<file path="src/rtl/nav_cmd_arb.sv">
// nav_cmd_arb -- navigation command arbiter
//
// Arbitrates N_SRC command sources onto the single navigate/PID command path.
// Start strobes are captured into a one-deep pending slot per source; only the
// source picked by src_sel is served. The granted source owns the path from
// grant until mv_cmplt (or a move timeout). The desired heading and its start
// strobe travel through a matched register pipeline so they reach the outputs
// together.
//
// Ports
//   clk, rst        system clock, synchronous active-high reset
//   src_sel         index of the source allowed to start a new command
//   dsrd_hdng_in    per-source heading, source i at [i*HDNG_W +: HDNG_W]
//   strt_hdng_in    per-source heading-start pulse
//   strt_mv_in      per-source move-start pulse
//   stp_lft_in      per-source stop-at-left-opening level
//   stp_rght_in     per-source stop-at-right-opening level
//   mv_cmplt        move-complete pulse from navigate
//   dsrd_hdng_out   heading to IR_math/PID (holds its last value when idle)
//   strt_hdng       one-cycle heading start, aligned with dsrd_hdng_out
//   strt_mv         one-cycle move start, aligned with dsrd_hdng_out
//   stp_lft         owner's stp_lft_in, registered, 0 when idle
//   stp_rght        owner's stp_rght_in, registered, 0 when idle
//   mv_cmplt_out    mv_cmplt (or timeout) routed to the owning source only
//   busy            a command is being issued or a move is in progress
//   to_err          sticky move-timeout flag, cleared only by rst
module nav_cmd_arb #(
  parameter int              N_SRC       = 2,
  parameter int              HDNG_W      = 12,
  parameter int              PIPE_STAGES = 1,
  parameter int              TO_W        = 20,
  parameter logic [TO_W-1:0] TO_CYC      = 20'hF_FFFF
) (
  input  logic                       clk,
  input  logic                       rst,
  input  logic [$clog2(N_SRC)-1:0]   src_sel,
  input  logic [N_SRC*HDNG_W-1:0]    dsrd_hdng_in,
  input  logic [N_SRC-1:0]           strt_hdng_in,
  input  logic [N_SRC-1:0]           strt_mv_in,
  input  logic [N_SRC-1:0]           stp_lft_in,
  input  logic [N_SRC-1:0]           stp_rght_in,
  input  logic                       mv_cmplt,
  output logic [HDNG_W-1:0]          dsrd_hdng_out,
  output logic                       strt_hdng,
  output logic                       strt_mv,
  output logic                       stp_lft,
  output logic                       stp_rght,
  output logic [N_SRC-1:0]           mv_cmplt_out,
  output logic                       busy,
  output logic                       to_err
);

  localparam int SEL_W = $clog2(N_SRC);
  // Per-source vectors are zero-padded to 2**SEL_W so any src_sel value
  // indexes in range; unused indices read as "nothing pending".
  localparam int N_PAD = 1 << SEL_W;
  localparam logic [TO_W-1:0] TO_LAST = TO_CYC - TO_W'(1);

  typedef enum logic [1:0] {S_IDLE, S_ISSUE, S_BUSY} state_e;

  state_e                  state_q, state_d;
  logic [SEL_W-1:0]        owner_q, owner_d;
  logic [SEL_W-1:0]        src_sel_q;
  logic [N_SRC-1:0]        hdng_pend_q, hdng_pend_d;
  logic [N_SRC-1:0]        mv_pend_q, mv_pend_d;
  logic [HDNG_W-1:0]       hdng_val_q [N_SRC];
  logic [HDNG_W-1:0]       hdng_val_d [N_SRC];
  // Stage 0 is the launch register; stage PIPE_STAGES drives the outputs.
  // Strobe bits are {heading, move}.
  logic [HDNG_W-1:0]       pipe_hdng_q [PIPE_STAGES+1];
  logic [1:0]              pipe_strb_q [PIPE_STAGES+1];
  logic [HDNG_W-1:0]       launch_hdng_d;
  logic [1:0]              launch_strb_d;
  logic [TO_W-1:0]         timer_q, timer_d;
  logic                    to_err_q, to_err_d;
  logic                    stp_lft_q, stp_lft_d;
  logic                    stp_rght_q, stp_rght_d;
  logic [N_SRC-1:0]        mv_cmplt_out_q, mv_cmplt_out_d;

  logic [N_PAD-1:0]        hdng_live, mv_live, stp_lft_pad, stp_rght_pad, mco_pad;
  logic [HDNG_W-1:0]       hdng_eff [N_PAD];
  logic                    grant_hdng, grant_mv, sel_chg;

  // Live strobes are merged with the stored slots so an IDLE grant can use a
  // strobe in the very cycle it arrives.
  always_comb begin
    hdng_live    = N_PAD'(hdng_pend_q | strt_hdng_in);
    mv_live      = N_PAD'(mv_pend_q | strt_mv_in);
    stp_lft_pad  = N_PAD'(stp_lft_in);
    stp_rght_pad = N_PAD'(stp_rght_in);
    for (int i = 0; i < N_PAD; i++) hdng_eff[i] = '0;
    for (int i = 0; i < N_SRC; i++) begin
      hdng_eff[i] = (strt_hdng_in[i] | strt_mv_in[i]) ?
                    dsrd_hdng_in[i*HDNG_W +: HDNG_W] : hdng_val_q[i];
    end
  end

  // NOTE: every signal driven here gets a default first, so no path leaves it
  // unassigned and no latch is inferred.
  always_comb begin
    state_d    = state_q;
    owner_d    = owner_q;
    grant_hdng = 1'b0;
    grant_mv   = 1'b0;
    timer_d    = '0;
    to_err_d   = to_err_q;
    mco_pad    = '0;
    unique case (state_q)
      S_IDLE: begin
        if (hdng_live[src_sel])    grant_hdng = 1'b1;
        else if (mv_live[src_sel]) grant_mv   = 1'b1;
        if (grant_hdng || grant_mv) begin
          owner_d = src_sel;
          state_d = S_ISSUE;
        end
      end
      S_ISSUE: begin
        // Leave once the strobe is visible on the outputs.
        if (|pipe_strb_q[PIPE_STAGES]) state_d = S_BUSY;
      end
      S_BUSY: begin
        if (mv_cmplt) begin
          mco_pad[owner_q] = 1'b1;
          state_d          = S_IDLE;
        end else if (timer_q == TO_LAST) begin
          to_err_d         = 1'b1;
          mco_pad[owner_q] = 1'b1;
          state_d          = S_IDLE;
        end else begin
          timer_d = timer_q + TO_W'(1);
        end
      end
      default: state_d = S_IDLE;
    endcase
    mv_cmplt_out_d = mco_pad[N_SRC-1:0];
    stp_lft_d      = (state_d != S_IDLE) ? stp_lft_pad[owner_d]  : 1'b0;
    stp_rght_d     = (state_d != S_IDLE) ? stp_rght_pad[owner_d] : 1'b0;
    launch_hdng_d  = (grant_hdng || grant_mv) ? hdng_eff[src_sel] : pipe_hdng_q[0];
    launch_strb_d  = {grant_hdng, grant_mv};
  end

  // Slot update: capture, flush of non-selected sources on a src_sel change,
  // and clearing of the flag just served.
  assign sel_chg = (src_sel != src_sel_q);

  always_comb begin
    for (int i = 0; i < N_SRC; i++) begin
      hdng_pend_d[i] = hdng_live[i];
      mv_pend_d[i]   = mv_live[i];
      hdng_val_d[i]  = hdng_eff[i];
      if (sel_chg && (SEL_W'(i) != src_sel)) begin
        hdng_pend_d[i] = 1'b0;
        mv_pend_d[i]   = 1'b0;
        hdng_val_d[i]  = '0;
      end
      if (SEL_W'(i) == src_sel) begin
        if (grant_hdng) hdng_pend_d[i] = 1'b0;
        if (grant_mv)   mv_pend_d[i]   = 1'b0;
      end
    end
  end

  // NOTE: state is updated with non-blocking assignments so every register
  // samples the values from before this edge, independent of statement order.
  always_ff @(posedge clk) begin
    if (rst) begin
      state_q        <= S_IDLE;
      owner_q        <= '0;
      src_sel_q      <= '0;
      hdng_pend_q    <= '0;
      mv_pend_q      <= '0;
      timer_q        <= '0;
      to_err_q       <= 1'b0;
      stp_lft_q      <= 1'b0;
      stp_rght_q     <= 1'b0;
      mv_cmplt_out_q <= '0;
      // NOTE: these arrays are small register banks, not RAM, so clearing
      // them in reset costs nothing and keeps stale strobes from escaping.
      for (int i = 0; i < N_SRC; i++) hdng_val_q[i] <= '0;
      for (int s = 0; s <= PIPE_STAGES; s++) begin
        pipe_hdng_q[s] <= '0;
        pipe_strb_q[s] <= '0;
      end
    end else begin
      state_q        <= state_d;
      owner_q        <= owner_d;
      src_sel_q      <= src_sel;
      hdng_pend_q    <= hdng_pend_d;
      mv_pend_q      <= mv_pend_d;
      timer_q        <= timer_d;
      to_err_q       <= to_err_d;
      stp_lft_q      <= stp_lft_d;
      stp_rght_q     <= stp_rght_d;
      mv_cmplt_out_q <= mv_cmplt_out_d;
      for (int i = 0; i < N_SRC; i++) hdng_val_q[i] <= hdng_val_d[i];
      pipe_hdng_q[0] <= launch_hdng_d;
      pipe_strb_q[0] <= launch_strb_d;
      for (int s = 1; s <= PIPE_STAGES; s++) begin
        pipe_hdng_q[s] <= pipe_hdng_q[s-1];
        pipe_strb_q[s] <= pipe_strb_q[s-1];
      end
    end
  end

  assign dsrd_hdng_out = pipe_hdng_q[PIPE_STAGES];
  assign strt_hdng     = pipe_strb_q[PIPE_STAGES][1];
  assign strt_mv       = pipe_strb_q[PIPE_STAGES][0];
  assign stp_lft       = stp_lft_q;
  assign stp_rght      = stp_rght_q;
  assign mv_cmplt_out  = mv_cmplt_out_q;
  assign busy          = (state_q != S_IDLE);
  assign to_err        = to_err_q;

endmodule
</file>
<file path="config.mk">
export PLATFORM = sky130hd
export DESIGN_NAME = nav_cmd_arb
export DESIGN_NICKNAME = d
export VERILOG_FILES = /design/src/rtl/nav_cmd_arb.sv
export SDC_FILE = /design/constraint.sdc
export NUM_CORES = 1
export LEC_CHECK = 0
export ABC_AREA = 1
export CORE_MARGIN = 2
export CORE_UTILIZATION = 56
export DETAILED_ROUTE_END_ITERATION = 12
export DONT_BUFFER_PORTS = 1
export PLACE_DENSITY_LB_ADDON = 0.2
export SYNTH_ARGS = -nofsm -noshare
export SYNTH_HDL_FRONTEND = slang
export SYNTH_SLANG_ARGS = --single-unit
export TNS_END_PERCENT = 1
</file>
<file path="constraint.sdc">
create_clock -name clk -period 1.2 [get_ports clk]
set_clock_uncertainty 0.05 [all_clocks]
set_input_delay 0.24 -clock clk [delete_from_list [all_inputs] [get_ports clk]]
set_output_delay 0.24 -clock clk [all_outputs]
set_load 0.02 [all_outputs]
</file>
==> results.ini <==
[outcome]
status = finished, violations left
failed_checks = setup timing

[timing]
fin_crit_sh_pct = 115
drv_slew = 0
finalWorstSetupSlack_ns = -0.182
final-hold-violation-count = 0
rsz0062_at_grt = yes
timing.fmax_mhz = 724
period_needed_ns = 1.38
tightestPinTransition_ns = 0.585
setup_violations = 40
timing.hold.ws_ns = 0.0134
max_slew_margin_pct = 61.0

[setup_path]
max_stage_delay_ns = 0.37
critical-path-slowest-cell = dfxtp_4
endpoint_kind = register
critPathLaunchType = register
crit_arrival_ns = 1.58
r2r-end = timer_q[18]$_SDFF_PP0_
critical_path_required_ns = 1.40
path_max_fanout = 3
r2r_setup_slack_ns = -0.18
crit_chain = buf_12 -> ha_4 -> inv_2 -> nor2_2 -> nand2_2 -> inv_2 -> nand2_4 -> nor3_2 -> nor3_2
path_class = register to register
reg2regPathDepth = 9
r2r-start = timer_q[0]$_SDFF_PP0_

[layout]
antenna_cells = 0
multiInputGateArea_mm2 = 0.00156
layout_commonest_cell = inv_1
fin_util_pct = 72.5
drive_gt1_share_pct = 26.5
fillers = 478
fin_area_mm2 = 0.00458
nets = 566
seq_area_mm2 = 0.00173
layout_common_cells = inv_1, nand2_1, dfxtp_1
area_delta_synth_final_pct = 26.3

[worst_hold_path]
whs_endpoint = to_err$_SDFFE_PP0P_
min_from = mv_cmplt
hold_depth = 3
hold_path_class = primary input to register

[synthesis]
synth_nets = 522
ys_types = 32
avgSynthCellArea_um2 = 7.48
ys_ff_latch = 85
netlist_area_mm2 = 0.00362
ys_warn_count = 0
syn-instance-count = 484
yosysSeqAreaShare_pct = 47.0

[detailed_routing]
drc = 0
via_per_inst = 5.09
wirelength_um = 8220
ant_nets = 0
vias = 3105
drtIter0Drc = 104
wire_per_inst_um = 13.5
first_pass_iters = 4

[placed_design]
placed_area_mm2 = 0.00400
port_buffers = 0
place.gp.congestion = 0.855
dpl.hpwl_um = 5340

[job]
drv_cap = 0

[clocking]
clkLatencyLatePin_ns = 0.35
htree_num_levels = 3
cts-root-buf = clkbuf_8
clock-sinks = 85
numCtsBuffers = 9
clkTransAtPathRegs_ns = 0.08
cts_tree = built
cts_max_path_buffers = 2

[floorplan]
die_height_um = 84.4
initial_core_util_pct = 57.4
die-area_mm2 = 0.00713
die_width_um = 84.4
rows = 29
num_io_pins = 56
coreArea_mm2 = 0.00631

[power_and_ir_drop]
cellPowerDensity_mw_per_mm2 = 1540
power_w = 0.00706
ir_drop_v = 0.00108
p_leak_nw = 2.03

[global_routing]
grt_max_degree = 30
grt_use_total_pct = 23.8
grt_pass1_vias = 3085
grt_pass1_wl_um = 13500
grt_overflow_total = 0
antenna_found_initial = 0

-- repair_timing --
item                                    CTS  global route
resized for setup                        29            29
hold endpoints to repair                 19             0
pin swaps                                17            10
cloned                                    1             0
hold buffers                              8             0
buffers inserted                          5             0
endpoints found under the setup margin   43            44
-- logic make-up after synthesis --
group / after synthesis / synth area share, %
compound gates: 67 / 11.3
buf+inv: 120 / 14.9
xor+xnor: 7 / 1.69
flops: 85 / 47.0
fa+ha+maj: 2 / 0.691
simple gates: 203 / 24.4
-- through the flow --
step | std cells | TNS, ns | setup slack, ns
after floorplan | 484 | -0.246 | -0.0233
after global placement | 580 | -3.07 | -0.122
after detailed placement | 580 | -4.28 | -0.175
after CTS | 610 | -5.20 | -0.164
after global routing | 610 | -8.19 | -0.257
final | 610 | -4.75 | -0.182
-- cell usage after synthesis --
cell	n	area, um2
inv_1	93	349
dfxtp_1	85	1700
nand2_1	84	315
nor2_1	75	282
o21ai_0	25	125
buf_4	17	128
nand3_1	16	80.1
o21a_1	12	90.1
o211ai_1	11	82.6
a21oi_1	10	50.1
nand4_1	9	56.3
xor2_1	5	43.8
clkbuf_1	4	15.0
nor2_2	4	25.0
nor3_1	4	20.0
o21ai_1	4	20.0
buf_2	3	15.0
buf_6	3	33.8
nand3_2	3	30.0
a211oi_1	2	15.0
ha_1	2	25.0
nor2_4	2	22.5
xnor2_1	2	17.5
a31oi_1	1	6.26
nand2_2	1	6.26
nand3b_1	1	7.51
nor3_2	1	10.0
nor3_4	1	16.3
nor3b_1	1	7.51
o211ai_2	1	12.5
o21bai_1	1	7.51
or2_2	1	6.26
-- layout make-up --
type / instances / share of cell area, %
sequential: 85 / 37.8
timing repair buffer: 60 / 13.0
clock buffer: 9 / 2.71
clock inverter: 7 / 2.68
multi-input combinational: 279 / 34.1
tap: 77 / 2.11
inverter: 93 / 7.63
-- critical path, delay by kind of cell, from the launching register on --
| family | cells | cell delay [ns] |
|---|---|---|
| buf+inv | 3 | 0.22 |
| fa+ha+maj | 1 | 0.12 |
| simple gates | 5 | 0.50 |
| flops | 1 | 0.37 |
-- routing by layer --
layer | routed length, um | vias up | track usage (%)
met5 | 0 | - | 0
li1 | - | 1564 | -
met1 | 3240 | 1431 | 26.4
met3 | 472 | 20 | 4.92
met4 | 214 | 0 | 11.1
met2 | 4300 | 90 | 43.3
-- where the power goes --
part,total [W],switching [W],internal (W)
Sequential,0.00340,0.000237,0.00316
Combinational,0.00123,0.000694,0.000538
Clock,0.00243,0.00104,0.00139
-- worst max path at each step --
stage / depth (start not counted) / endpoint / from / slack (ns)
after floorplan: 8 / state_q[1]$_SDFF_PP0_ / timer_q[7]$_SDFF_PP0_ / -0.02
after global placement: 9 / stp_lft$_SDFF_PP0_ / state_q[1]$_SDFF_PP0_ / -0.12
after detailed placement: 8 / timer_q[18]$_SDFF_PP0_ / timer_q[0]$_SDFF_PP0_ / -0.17
after CTS: 6 / timer_q[11]$_SDFF_PP0_ / timer_q[0]$_SDFF_PP0_ / -0.16
after global routing: 9 / timer_q[16]$_SDFF_PP0_ / timer_q[0]$_SDFF_PP0_ / -0.26
final: 9 / timer_q[18]$_SDFF_PP0_ / timer_q[0]$_SDFF_PP0_ / -0.18
-- state kept, by name, indices dropped and copies added, names as in the netlist --
signal and count:
to_err 1, timer_q 20, hdng_pend_q 2, state_q 2, stp_rght 1, pipe_hdng_q 24, mv_cmplt_out 2, src_sel_q 1
hdng_val_q 24, stp_lft 1, mv_pend_q 2, pipe_strb_q 4, owner_q 1
Note: power is estimated with default switching activity, not from simulation.
